File: src/rtl/mmio_pkg.sv
// rtl/mmio_pkg.sv - shared address constants and transmitter state encoding
package mmio_pkg;
  localparam logic [31:0] DATA_ADDR_DEF = 32'hFFFF_0000;
  localparam logic [31:0] STAT_ADDR_DEF = 32'hFFFF_0004;

  typedef enum logic [1:0] {
    IDLE  = 2'd0,
    START = 2'd1,
    DATA  = 2'd2,
    STOP  = 2'd3
  } uart_state_e;
endpackage

File: src/rtl/mmio_uart_tx_if.sv
// rtl/mmio_uart_tx_if.sv - CPU memory-mapped bus into the UART transmitter
interface mmio_uart_tx_if;
  logic        wr_en;
  logic [31:0] mem_addr;
  logic [31:0] w_data;
  logic        hit;
  logic [31:0] rd_data;

  modport master (output wr_en, mem_addr, w_data, input hit, rd_data);
  modport slave  (input wr_en, mem_addr, w_data, output hit, rd_data);
endinterface

File: src/rtl/sync_fifo.sv
// rtl/sync_fifo.sv - single-clock FIFO; caller qualifies push/pop legality
module sync_fifo #(
  parameter int WIDTH = 8,
  parameter int DEPTH = 4
) (
  input  logic                       clk,
  input  logic                       rst,
  input  logic                       push,
  input  logic                       pop,
  input  logic [WIDTH-1:0]           din,
  output logic [WIDTH-1:0]           dout,
  output logic                       full,
  output logic                       empty,
  output logic [$clog2(DEPTH+1)-1:0] count
);
  localparam int AW = $clog2(DEPTH);
  localparam int CW = $clog2(DEPTH+1);

  logic [WIDTH-1:0] r_mem [DEPTH];
  logic [AW-1:0]    r_wr_ptr;
  logic [AW-1:0]    r_rd_ptr;
  logic [CW-1:0]    r_count;

  always_ff @(posedge clk) begin
    if (push) r_mem[r_wr_ptr] <= din;
  end

  // a separate count keeps full and empty distinct when the pointers coincide
  always_ff @(posedge clk) begin
    if (!rst) begin
      r_wr_ptr <= '0;
      r_rd_ptr <= '0;
      r_count  <= '0;
    end else begin
      if (push) r_wr_ptr <= r_wr_ptr + AW'(1);
      if (pop)  r_rd_ptr <= r_rd_ptr + AW'(1);
      case ({push, pop})
        2'b10:   r_count <= r_count + CW'(1);
        2'b01:   r_count <= r_count - CW'(1);
        default: r_count <= r_count;
      endcase
    end
  end

  assign dout  = r_mem[r_rd_ptr];
  assign count = r_count;
  assign full  = (r_count == CW'(DEPTH));
  assign empty = (r_count == '0);
endmodule

File: src/rtl/mmio_uart_tx.sv
// rtl/mmio_uart_tx.sv - memory-mapped 8N1 UART transmitter with a byte FIFO
module mmio_uart_tx import mmio_pkg::*; #(
  parameter int          CLKS_PER_BIT = 16,
  parameter int          FIFO_DEPTH   = 4,
  parameter logic [31:0] DATA_ADDR    = DATA_ADDR_DEF,
  parameter logic [31:0] STAT_ADDR    = STAT_ADDR_DEF
) (
  input  logic           clk,
  input  logic           rst,
  input  logic           clk_en,
  mmio_uart_tx_if.slave  bus,
  output logic           tx,
  output logic           busy
);
  localparam int CW  = $clog2(FIFO_DEPTH+1);
  localparam int CCW = (CLKS_PER_BIT > 2) ? $clog2(CLKS_PER_BIT) : 1;

  uart_state_e    r_state, w_state_nxt;
  logic [CCW-1:0] r_clk_cnt;
  logic [2:0]     r_bit_cnt;
  logic [7:0]     r_shift;
  logic           r_tx, r_ovf;
  logic           w_tx_nxt, w_shift_en, w_bit_end;
  logic           w_is_data, w_is_stat, w_push_try, w_push, w_pop;
  logic           w_ovf_set, w_ovf_clr;
  logic           w_full, w_empty;
  logic [7:0]     w_fifo_dout;
  logic [CW-1:0]  w_count;

  assign w_is_data  = (bus.mem_addr == DATA_ADDR);
  assign w_is_stat  = (bus.mem_addr == STAT_ADDR);
  assign w_bit_end  = (r_clk_cnt == CCW'(CLKS_PER_BIT-1));
  assign w_pop      = clk_en & ~w_empty &
                      ((r_state == IDLE) | ((r_state == STOP) & w_bit_end));
  assign w_push_try = clk_en & bus.wr_en & w_is_data;
  assign w_push     = w_push_try & (~w_full | w_pop);
  assign w_ovf_set  = w_push_try & w_full & ~w_pop;
  assign w_ovf_clr  = clk_en & bus.wr_en & w_is_stat & bus.w_data[2];

  sync_fifo #(.WIDTH(8), .DEPTH(FIFO_DEPTH)) u_fifo (
    .clk   (clk),
    .rst   (rst),
    .push  (w_push),
    .pop   (w_pop),
    .din   (bus.w_data[7:0]),
    .dout  (w_fifo_dout),
    .full  (w_full),
    .empty (w_empty),
    .count (w_count)
  );

  always_ff @(posedge clk) begin
    if (!rst)        r_state <= IDLE;
    else if (clk_en) r_state <= w_state_nxt;
  end

  always_comb begin
    w_state_nxt = r_state;
    case (r_state)
      IDLE:  if (!w_empty) w_state_nxt = START;
      START: if (w_bit_end) w_state_nxt = DATA;
      DATA:  if (w_bit_end && r_bit_cnt == 3'd7) w_state_nxt = STOP;
      STOP:  if (w_bit_end) w_state_nxt = w_empty ? IDLE : START;
      default: w_state_nxt = IDLE;
    endcase
  end

  // tx is registered, so this decides the line level for the coming bit period
  always_comb begin
    w_tx_nxt   = r_tx;
    w_shift_en = 1'b0;
    case (r_state)
      IDLE:  w_tx_nxt = w_empty;
      START: if (w_bit_end) begin
        w_tx_nxt   = r_shift[0];
        w_shift_en = 1'b1;
      end
      DATA:  if (w_bit_end) begin
        if (r_bit_cnt == 3'd7) begin
          w_tx_nxt = 1'b1;
        end else begin
          w_tx_nxt   = r_shift[0];
          w_shift_en = 1'b1;
        end
      end
      STOP:  if (w_bit_end) w_tx_nxt = w_empty;
      default: w_tx_nxt = 1'b1;
    endcase
  end

  always_ff @(posedge clk) begin
    if (!rst) begin
      r_tx      <= 1'b1;
      r_clk_cnt <= '0;
      r_bit_cnt <= '0;
      r_shift   <= '0;
      r_ovf     <= 1'b0;
    end else if (clk_en) begin
      r_tx <= w_tx_nxt;
      if (w_pop)           r_shift <= w_fifo_dout;
      else if (w_shift_en) r_shift <= {1'b0, r_shift[7:1]};
      if (r_state == IDLE || w_bit_end) r_clk_cnt <= '0;
      else                              r_clk_cnt <= r_clk_cnt + CCW'(1);
      if (r_state != DATA) r_bit_cnt <= '0;
      else if (w_bit_end)  r_bit_cnt <= r_bit_cnt + 3'd1;
      if (w_ovf_set)      r_ovf <= 1'b1;
      else if (w_ovf_clr) r_ovf <= 1'b0;
    end
  end

  assign tx          = r_tx;
  assign busy        = (r_state != IDLE);
  assign bus.hit     = w_is_data | w_is_stat;
  assign bus.rd_data = w_is_stat ? {24'd0, 4'(w_count), busy, r_ovf, w_empty, ~w_full}
                                 : 32'd0;
endmodule

File: src/flat_wrapper.sv
// flat-port wrapper written by rule: the top's interface ports become plain ports
module mmio_uart_tx_flat import mmio_pkg::*;
#(
  parameter int          CLKS_PER_BIT = 16,
  parameter int          FIFO_DEPTH   = 4,
  parameter logic [31:0] DATA_ADDR    = DATA_ADDR_DEF,
  parameter logic [31:0] STAT_ADDR    = STAT_ADDR_DEF
)
  (clk, rst, clk_en, tx, busy, bus_wr_en, bus_mem_addr, bus_w_data, bus_hit, bus_rd_data);
  mmio_uart_tx_if bus_i ();
  input  logic clk;
  input  logic rst;
  input  logic clk_en;
  output logic tx;
  output logic busy;
  input wire logic [$bits(bus_i.wr_en)-1:0] bus_wr_en;
  input wire logic [$bits(bus_i.mem_addr)-1:0] bus_mem_addr;
  input wire logic [$bits(bus_i.w_data)-1:0] bus_w_data;
  output wire logic [$bits(bus_i.hit)-1:0] bus_hit;
  output wire logic [$bits(bus_i.rd_data)-1:0] bus_rd_data;
  assign bus_i.wr_en = bus_wr_en;
  assign bus_i.mem_addr = bus_mem_addr;
  assign bus_i.w_data = bus_w_data;
  assign bus_hit = bus_i.hit;
  assign bus_rd_data = bus_i.rd_data;
  mmio_uart_tx #(.CLKS_PER_BIT(CLKS_PER_BIT), .FIFO_DEPTH(FIFO_DEPTH), .DATA_ADDR(DATA_ADDR), .STAT_ADDR(STAT_ADDR)) u_core (.clk(clk), .rst(rst), .clk_en(clk_en), .bus(bus_i), .tx(tx), .busy(busy));
endmodule
File: config.mk
export PLATFORM = sky130hd
export DESIGN_NAME = mmio_uart_tx_flat
export DESIGN_NICKNAME = d
export VERILOG_FILES = /design/src/rtl/mmio_pkg.sv /design/src/rtl/mmio_uart_tx_if.sv /design/src/rtl/sync_fifo.sv /design/src/rtl/mmio_uart_tx.sv /design/src/flat_wrapper.sv
export SDC_FILE = /design/constraint.sdc
export NUM_CORES = 1
export LEC_CHECK = 0
export BUFFER_PORTS_ARGS = -buffer_cell sky130_fd_sc_hd__buf_2
export CAP_MARGIN = 20
export CELL_PAD_IN_SITES_DETAIL_PLACEMENT = 1
export CELL_PAD_IN_SITES_GLOBAL_PLACEMENT = 1
export CORE_MARGIN = 10
export CORE_UTILIZATION = 39
export CTS_CLUSTER_SIZE = 28
export DETAILED_ROUTE_END_ITERATION = 7
export GPL_ROUTABILITY_DRIVEN = 1
export HOLD_SLACK_MARGIN = 0.03
export PLACE_DENSITY = 0.91
export REMOVE_ABC_BUFFERS = 1
export SLEW_MARGIN = 20
export SYNTH_ARGS = -nofsm -noshare
export SYNTH_HDL_FRONTEND = slang
export SYNTH_SLANG_ARGS = --single-unit
File: constraint.sdc
create_clock -name clk -period 3.5 [get_ports clk]
set_clock_uncertainty 0.15 [all_clocks]
set_input_delay 0.175 -clock clk [delete_from_list [all_inputs] [get_ports clk]]
set_output_delay 0.175 -clock clk [all_outputs]
set_load 0.01 [all_outputs]
==> impl_metrics.ini, run 1 <==
[worst_setup_path]
critPathTopFamily = simple AND/OR/NAND/NOR gates
worstPathArrival_ps = 3330
slowest_stage = a311oi_4
crit_cells = 11
reg2reg_setup_slack_ps = 290
end_kind = flop
crit_path_max_fanout = 7
crit_type = reg -> reg
timing.critical_path.buf_inv = 2
crit_chain = ha_1 -> and3_1 -> a311oi_4 -> nor4b_4 -> inv_1 -> ha_1 -> inv_1 -> fa_1 -> xor2_1 -> or3_2 -> a21boi_0
crit_path_max_incr_delay_ps = 490
r2r_cells = 11
crit_required_ps = 3620
critPathLaunchType = flop

[logic_synthesis]
syn_inst = 252
synthArstFlopShare_pct = 0
avgSynthCellArea_sq_um = 12.1
ys_warn_count = 0
synth_ff_type = edfxtp_1
ys_ff_latch = 60
ys_seq_area_share_pct = 49.8
ys_types = 46
synth_area_sq_um = 3050
synth_edf_count = 32

[clock_tree]
clockRootBuffer = clkbuf_8
cts.clk_slew.worst_paths_ps = 80
htreeDepth = 3
cts_max_path_buffers = 2
clock-sinks = 60
cts_buffers = 9
clkLatencyLatePin_ps = 340
cts_tree = built
cts.repair.resized = 0

[detailed_routing]
wl_per_cell_um = 16.4
vias = 2019
vias_per_cell = 4.77
ant_nets = 0
dr.pass1.iters = 4
drt_iter0_drc = 65
remaining_drc_errors = 0
wl_um = 6930

[placed_design]
dp_hpwl_um = 5230
gp_congestion = 0.788
dpl_worst_slack_ps = 336
port_buffers = 53
placed_area_sq_um = 3320

[power_and_ir_drop]
power_leakage_nw = 1.53
peakVddDrop_mv = 0.325
power_density_nw_per_um2 = 398

[layout]
fin_area_sq_um = 3600
syn_to_final_growth_pct = 17.9
diodes = 0
layout-drive-gt1-share_pct = 28.7
utilization_pct = 46.8
nets = 398

[sta]
setup_viol = 0
final-hold-violation-count = 0
rsz0062_at_grt = no
worst_slack_ps = 287
final.setup.tns_ps = 0
maxSlewViolCount = 0
period_share_pct = 91.8
worstMarginPinSlew_ps = 601
max_freq_mhz = 311
maxSlewHeadroom_pct = 59.9
fin_crit_ps = 3210

[die]
coreArea_sq_um = 7690
std_cell_rows = 32
start_util_pct = 39.7
die_w_um = 108
die_h_um = 108
ios = 103
die-area_sq_um = 11800

[global_route]
grtUsageTotal_pct = 12.3
grt_pass1_vias = 2241
grt_pass1_wl_um = 11300
grt_start_max_net_pins = 28
antenna_found_initial = 0
overflow = 0

[job]
max_cap_violations = 0

[hold_path]
hold_depth = 2
hp-class = in -> reg

[outcome]
run_status = completed
[what timing repair did]
item | 4_1_cts | 5_1_grt
hold buffers | 8 | 0
setup buffers | 0 | 0
endpoints found under the hold margin | 32 | 0
endpoints found under the setup margin | 0 | 0
[cells by family (layout without fill, tap and decap cells)]
| group | after synthesis | count (layout) | share of synthesized area (%) |
|---|---|---|---|
| AOI/OAI and AO/OA | 31 | 31 | 8.48 |
| xor gates and xnor gates | 6 | 6 | 1.72 |
| adders and majority gates | 14 | 14 | 5.98 |
| buffers and inverters | 46 | 91 | 9.26 |
| DFF | 60 | 60 | 49.8 |
| muxes | 20 | 20 | 9.84 |
| other | 1 | 25 | 0.123 |
| and+or+nand+nor | 74 | 74 | 14.8 |
[synth_stat cells (all sizes together), types with 2 or more instances]
library cell  number  area share (%)
edfxtp            32              31
buf               31             7.4
dfxtp             28              18
nand2             15             1.8
ha                13             5.3
and2              12             2.5
mux2i             12             3.9
inv               11             1.4
nor2               9             1.1
nor2b              9             1.8
mux4               8             5.9
o21ai              8             1.4
and3               7             1.5
o211a              7             2.3
nand4              5             1.0
xnor2              5             1.4
clkbuf             4            0.49
nand3              4            0.82
nor4               4            0.82
a21boi             3            0.74
a21oi              3            0.49
or3                3            0.70
a22oi              2            0.49
a41o               2            0.66
nor4b              2             1.1
[worst reg2reg max path, stage by stage (launching register included)]
cell,delay [ps]
dfxtp_1,340
ha_1,240
and3_1,310
a311oi_4,490
nor4b_4,110
inv_1,80
ha_1,190
inv_1,70
fa_1,380
xor2_1,170
or3_2,420
a21boi_0,190
[worst paths after layout]
path,endpoint,start
max,u_core.u_fifo.count[2],u_core.r_clk_cnt[0]
min,u_core.tx,rst
max reg2reg,u_core.u_fifo.count[2],u_core.r_clk_cnt[0]
min reg2reg,u_core.tx,u_core.tx
[sequential cells by signal, summed over array words and instances (netlist names), named ones only]
register                flops
u_core.u_fifo.r_rd_ptr      2
u_core.u_fifo.r_wr_ptr      2
u_core.r_bit_cnt            3
u_core.r_ovf                1
u_core.u_fifo.r_mem        32
u_core.r_shift              8
u_core.u_fifo.count         3
u_core.tx                   1
u_core.r_clk_cnt            4
u_core.r_state              2
[metal layers]
metal / track usage [%] / vias up / wire (um)
met4: 3.77 / 0 / 57
met3: 3.93 / 7 / 426
met5: 0 / - / 0
met1: 12.9 / 976 / 2730
met2: 22.8 / 46 / 3720
li1: - / 990 / -
[area by class of cell]
class / count / area, sq um
flip-flops and latches: 60 / 1520
fillers: 859 / 4090
clock inverters: 7 / 77.6
repair buffers: 64 / 368
inverters: 11 / 41.3
well taps: 102 / 128
clock buffers: 9 / 124
multi-input cells: 170 / 1340
[power by group]
group	switching [W]	total (W)	internal (W)
Sequential	0.0000000000204	0.000739	0.000739
Combinational	0.0000377	0.0000659	0.0000282
Clock	0.000297	0.000628	0.000330
[per-stage QoR]
stage / hold slack [ps] / power (W) / std cells
global placement: 236 / 0.000810 / 399
detailed placement: 242 / 0.000812 / 399
CTS: 52.7 / 0.00145 / 423
global route: 105 / 0.00149 / 423
finish: 67.4 / 0.00143 / 423
floorplan: 86.9 / 0.000776 / 241
[layout by cell type (no fill, tap or decap), types with 7 or more instances in the layout]
cell / instances
nand2_1: 15
mux4_2: 8
edfxtp_1: 32
nor2b_1: 9
dlygate4sd3_1: 8
clkbuf_8: 9
dfxtp_1: 28
ha_1: 13
and2_1: 12
o211a_1: 7
conb_1: 25
mux2i_1: 12
o21ai_0: 7
nor2_1: 9
buf_2: 53
inv_1: 10
Note: power is estimated with default switching activity, not from simulation.
==> run 2, diff against run 1 <==
--- a/config.mk
+++ b/config.mk
@@ -5,17 +5,17 @@
 export SDC_FILE = /design/constraint.sdc
 export NUM_CORES = 1
 export LEC_CHECK = 0
+export ABC_AREA = 1
 export BUFFER_PORTS_ARGS = -buffer_cell sky130_fd_sc_hd__buf_2
-export CAP_MARGIN = 20
 export CELL_PAD_IN_SITES_DETAIL_PLACEMENT = 1
 export CELL_PAD_IN_SITES_GLOBAL_PLACEMENT = 1
 export CORE_MARGIN = 10
-export CORE_UTILIZATION = 39
+export CORE_UTILIZATION = 33
 export CTS_CLUSTER_SIZE = 28
 export DETAILED_ROUTE_END_ITERATION = 7
 export GPL_ROUTABILITY_DRIVEN = 1
 export HOLD_SLACK_MARGIN = 0.03
-export PLACE_DENSITY = 0.91
+export PLACE_DENSITY = 0.86
 export REMOVE_ABC_BUFFERS = 1
 export SLEW_MARGIN = 20
 export SYNTH_ARGS = -nofsm -noshare
==> constraint.sdc (replaced) <==
create_clock -name clk -period 2.9 [get_ports clk]
set_clock_uncertainty 0.15 [all_clocks]
set_input_delay 0.145 -clock clk [delete_from_list [all_inputs] [get_ports clk]]
set_output_delay 0.145 -clock clk [all_outputs]
set_load 0.01 [all_outputs]
==> run 2 against run 1 <==
  * Global-route usage decreased by 1.2 points
  * Synthesized cell count increased by 56%
  * Count of clock-buffer cells in the layout unchanged
  * First-iteration DRC count increased by 78%
  * Total power increased by 42%
  * Critical endpoint unchanged
  * Hold slack got worse by 20 ps
  * Routed wire length increased by 13%
  * Setup slack got worse by 36 ps
  * Sequential share of layout area decreased by 3.3 points
==> impl_metrics.ini, run 2 <==
[worst_setup_path]
slowest_stage = dfxtp_1
critPathTopFamily = adder cells
timing.critical_path.buf_inv = 3
r2r-start = u_core.r_state[1]
critPathLaunchType = flop
end_kind = flop
crit_start = u_core.r_state[1]
path_common_cell = inv_1
crit_chain = inv_1 -> ha_1 -> inv_1 -> nand2_2 -> nand3_2 -> nand2_4 -> nand3_4 -> ha_1 -> inv_1 -> fa_1 -> a21oi_1 -> o21ai_0 -> o21ai_0 -> a21oi_1
crit_path_max_incr_delay_ps = 390
crit_path_max_fanout = 7
crit_type = reg -> reg
crit_required_ps = 2980
worstPathArrival_ps = 2730

[power_and_ir_drop]
total_power_w = 0.00203
peakVddDrop_mv = 0.173
power_leakage_nw = 1.77
power_density_nw_per_um2 = 519

[sta]
final.setup.tns_ps = 0
maxSlewHeadroom_pct = 64.5
setup_viol = 0
fin_crit_ps = 2650
maxSlewViolCount = 0
worstMarginPinSlew_ps = 532
rsz0062_at_grt = no
period_share_pct = 91.4
max_freq_mhz = 377
final-hold-violation-count = 0

[logic_synthesis]
synthMuxAreaShare_pct = 0
synth_edf_count = 32
avgSynthCellArea_sq_um = 8.35
ys_seq_area_share_pct = 46.4
ys_types = 38
synth_adder_area_share_pct = 5.57
synthTopCellsByCount = nor2_1 (66), nand2_1 (65), inv_1 (47)
synthArstFlopShare_pct = 0
ys_warn_count = 0
synth_top_family_by_area = simple AND/OR/NAND/NOR gates
synth_top_cell_area_share_pct = 29.3
yosysMostFrequentCell = nor2_1
synth_xor_area_share_pct = 0
ys_ff_latch = 60
synth_area_sq_um = 3280
synth_top_cell_by_area = edfxtp_1
syn_inst = 393
synth_compound_area_share_pct = 10.2
synth_ff_type = edfxtp_1
synth-simple-area-share_pct = 23.8
synthTopCellsByArea = edfxtp_1 (29%), dfxtp_1 (17%), nor2_1 (7.5%)

[die]
start_util_pct = 33.7
die_h_um = 120
coreArea_sq_um = 9730
die_w_um = 120
die-area_sq_um = 14300
ios = 103
std_cell_rows = 36

[detailed_routing]
wl_per_cell_um = 13.0
remaining_drc_errors = 0
vias = 2692
vias_per_cell = 4.49
dr.pass1.iters = 4
ant_nets = 0
wl_um = 7810
drt_iter0_drc = 116

[layout]
largest_reg_flops = 32
nets = 544
layout_common_cells = nor2_1 (66), nand2_1 (65), buf_2 (53), inv_1 (47), edfxtp_1 (32)
layout_commonest_cell = nor2_1
layout-drive-gt1-share_pct = 20.2
regMostFlops = u_core.u_fifo.r_mem
utilization_pct = 40.1
layout.cells.non_filler = 599
fillerInstances = 1221
syn_to_final_growth_pct = 19.0
top_regs = u_core.u_fifo.r_mem (32), u_core.r_shift (8), u_core.r_clk_cnt (4)
diodes = 0

[clock_tree]
cts.clk_slew.worst_paths_ps = 70
htreeDepth = 3
cts_buffers = 9
clockRootBuffer = clkbuf_8
cts_max_path_buffers = 2
cts_tree = built
clock-sinks = 60
post_cts_buffers = 0
clkLatencyLatePin_ps = 340

[placed_design]
gp_congestion = 0.776
port_buffers = 53
dp_hpwl_um = 6050
post-place-cells = 575

[job]
max_cap_violations = 0

[global_route]
grt_pass1_vias = 2882
grt_pass1_wl_um = 13000
grt_start_max_net_pins = 19
overflow = 0
grtUsageTotal_pct = 11.1
antenna_found_initial = 0

[hold_path]
hp-class = in -> reg
hold_start = rst

[outcome]
run_status = completed
run 2: path summary, 6_finish.rpt:
path                            endpoint  slack (ps)  depth (start not counted)
setup / recovery  u_core.u_fifo.count[2]         250                         14
hold reg to reg             u_core.r_ovf         320                          2
hold / removal                 u_core.tx          50                          2
setup reg to reg  u_core.u_fifo.count[2]         250                         14
run 2: worst register-to-register path, delay by kind of cell (launching register included):
kind,cells,cell delay (ps)
flops,1,390
fa+ha+maj,3,760
simple gates,4,470
buf+inv,3,310
compound gates,4,450
run 2: logic make-up (layout without fill, tap and decap cells):
family / Yosys count / in the layout
flip-flops: 60 / 60
AO/OA/AOI/OAI: 58 / 58
adder cells (fa/ha/maj): 14 / 14
AND/OR/NAND/NOR: 175 / 175
other: 1 / 25
buffers and inverters: 85 / 134
run 2: layout make-up:
| type | instances | area, sq um | share of cell area, % |
|---|---|---|---|
| well taps | 133 | 166 | 4.26 |
| repair buffers | 68 | 400 | 10.2 |
| clock inverters | 6 | 104 | 2.66 |
| clock buffers | 9 | 124 | 3.17 |
| inverters | 51 | 196 | 5.03 |
| multi-input cells | 272 | 1390 | 35.7 |
| flip-flops and latches | 60 | 1520 | 39.0 |
run 2: where the power goes:
part	switching [W]	internal, W
clock network	0.000315	0.000560
registers	0.0000142	0.000909
logic	0.000144	0.0000874
run 2: routing by layer:
metal	GRT usage (%)	vias up	wire, um
li1	-	1353	-
met5	0	-	0
met1	11.4	1263	3280
met4	4.15	0	135
met3	4.50	10	476
met2	19.7	66	3920
run 2: metrics by stage:
stage	instance area, sq um	setup slack, ps	hold slack, ps
after floorplan	3110	336	79.2
after global placement	3590	289	205
after detailed placement	3590	188	217
after CTS	3910	174	38.4
after global routing	3910	6.22	76.8
final	3910	250	46.9
run 2: timing repair:
item,in CTS,in global routing
gates resized for setup,0,1
hold buffers,9,0
endpoints found under the hold margin,34,0
setup endpoints to repair,0,1
==> run 3, diff against run 2 <==
--- a/config.mk
+++ b/config.mk
@@ -16,6 +16,7 @@
 export GPL_ROUTABILITY_DRIVEN = 1
 export HOLD_SLACK_MARGIN = 0.03
 export PLACE_DENSITY = 0.86
+export RECOVER_POWER = 25
 export REMOVE_ABC_BUFFERS = 1
 export SLEW_MARGIN = 20
 export SYNTH_ARGS = -nofsm -noshare
==> run 3 against run 2 <==
  * First-iteration DRC count fell by 2.6%
  * Register-to-register slack about the same
  * Die area unchanged
  * Critical path type unchanged
  * Largest power group unchanged
  * Highest routed layer unchanged
==> impl_metrics.ini, run 3 (synthesized netlist as in run 2, its figures left out) <==
[global_route]
grt_pass1_vias = 2882
grtUsageTotal_pct = 11.1
antenna_found_initial = 0
grt_start_max_net_pins = 19
overflow = 0
grt_pass1_wl_um = 13000

[clock_tree]
clkLatencyLatePin_ps = 340
cts_max_path_buffers = 2
clock-sinks = 60
cts_buffers = 9
htreeDepth = 3
post_cts_buffers = 0
cts.clk_slew.worst_paths_ps = 70
cts_tree = built
clockRootBuffer = clkbuf_8

[job]
max_cap_violations = 0

[layout]
layout_commonest_cell = nor2_1
syn_to_final_growth_pct = 18.8
utilization_pct = 40.1
fin_area_sq_um = 3900
regMostFlops = u_core.u_fifo.r_mem
layout-drive-gt1-share_pct = 18.7
diodes = 0
top_regs = u_core.u_fifo.r_mem (32), u_core.r_shift (8), u_core.r_clk_cnt (4)
fillerInstances = 1226
nets = 544
layout_common_cells = nor2_1 (66), nand2_1 (65), inv_1 (47), buf_2 (46), edfxtp_1 (32)
largest_reg_flops = 32

[die]
ios = 103
coreArea_sq_um = 9730
die-area_sq_um = 14300
die_w_um = 120
std_cell_rows = 36
die_h_um = 120
start_util_pct = 33.7

[sta]
fin_crit_ps = 2650
worstMarginPinSlew_ps = 532
rsz0062_at_grt = no
maxSlewViolCount = 0
maxSlewHeadroom_pct = 64.5
final-hold-violation-count = 0
setup_viol = 0
period_share_pct = 91.4
final.setup.tns_ps = 0
worst_slack_ps = 250
holdWs_ps = 46.6
max_freq_mhz = 377

[worst_setup_path]
critPathTopFamily = adder cells
crit_type = reg -> reg
r2r_cells = 14
crit_path_max_incr_delay_ps = 390
worstReg2RegEnd = u_core.u_fifo.count[2]
timing.critical_path.buf_inv = 3
worstPathArrival_ps = 2730
r2r-start = u_core.r_state[1]
crit_start = u_core.r_state[1]
crit_end = u_core.u_fifo.count[2]
path_common_cell = inv_1
crit_cells = 14
crit_chain = inv_1 -> ha_1 -> inv_1 -> nand2_2 -> nand3_2 -> nand2_4 -> nand3_4 -> ha_1 -> inv_1 -> fa_1 -> a21oi_1 -> o21ai_0 -> o21ai_0 -> a21oi_1
slowest_stage = dfxtp_1
critPathLaunchType = flop
crit_path_max_fanout = 7
reg2reg_setup_slack_ps = 250
crit_required_ps = 2980
end_kind = flop

[detailed_routing]
remaining_drc_errors = 0
vias = 2686
ant_nets = 0
vias_per_cell = 4.48
dr.pass1.iters = 4
wl_um = 7810
wl_per_cell_um = 13.0
drt_iter0_drc = 113

[placed_design]
dp_hpwl_um = 6050
gp_congestion = 0.776
placed_area_sq_um = 3590
dpl_worst_slack_ps = 188
port_buffers = 53

[outcome]
run_status = completed

[hold_path]
hp-class = in -> reg

[power_and_ir_drop]
power_density_nw_per_um2 = 520
peakVddDrop_mv = 0.173
power_leakage_nw = 1.75
run 3: timing repair:
action / CTS / global route
gates resized for setup: 0 / 1
endpoints found under the setup margin: 0 / 1
endpoints found under the hold margin: 34 / 0
hold buffers: 9 / 0
run 3: layout make-up:
| class | count | area [sq um] | share of cell area [%] |
|---|---|---|---|
| Clock buffer | 9 | 124 | 3.18 |
| Clock inverter | 6 | 104 | 2.66 |
| Inverter | 51 | 196 | 5.04 |
| Multi-Input combinational cell | 272 | 1390 | 35.7 |
| Sequential cell | 60 | 1520 | 39.1 |
| Tap cell | 133 | 166 | 4.27 |
| Timing Repair Buffer | 68 | 392 | 10.0 |
run 3: power by group:
group          switching, W  total (W)  internal, W
clock              0.000315   0.000874     0.000560
combinational      0.000144   0.000230    0.0000860
sequential        0.0000142   0.000923     0.000909
total              0.000473    0.00203      0.00155
run 3: metal layers:
metal	global-route usage [%]	up-vias	wire [um]
met5	0	-	0
met4	4.15	0	135
met3	4.50	10	476
met2	19.7	66	3910
met1	11.4	1257	3290
li1	-	1353	-
run 3: worst min-delay path by stage:
| stage | startpoint | cells past startpoint | endpoint | slack (ps) |
|---|---|---|---|---|
| floorplan | rst | 1 | u_core.tx | 80 |
| global placement | bus_w_data[7] | 1 | u_core.u_fifo.r_mem[3][7] | 210 |
| detailed placement | bus_w_data[5] | 1 | u_core.u_fifo.r_mem[1][5] | 220 |
| CTS | rst | 2 | u_core.tx | 40 |
| global route | rst | 2 | u_core.tx | 80 |
| finish | rst | 2 | u_core.tx | 50 |
run 3: through the flow:
stage / power, W / cells
global placement: 0.00115 / 575
finish: 0.00203 / 599
CTS: 0.00205 / 599
detailed placement: 0.00116 / 575
floorplan: 0.00108 / 383
global route: 0.00212 / 599
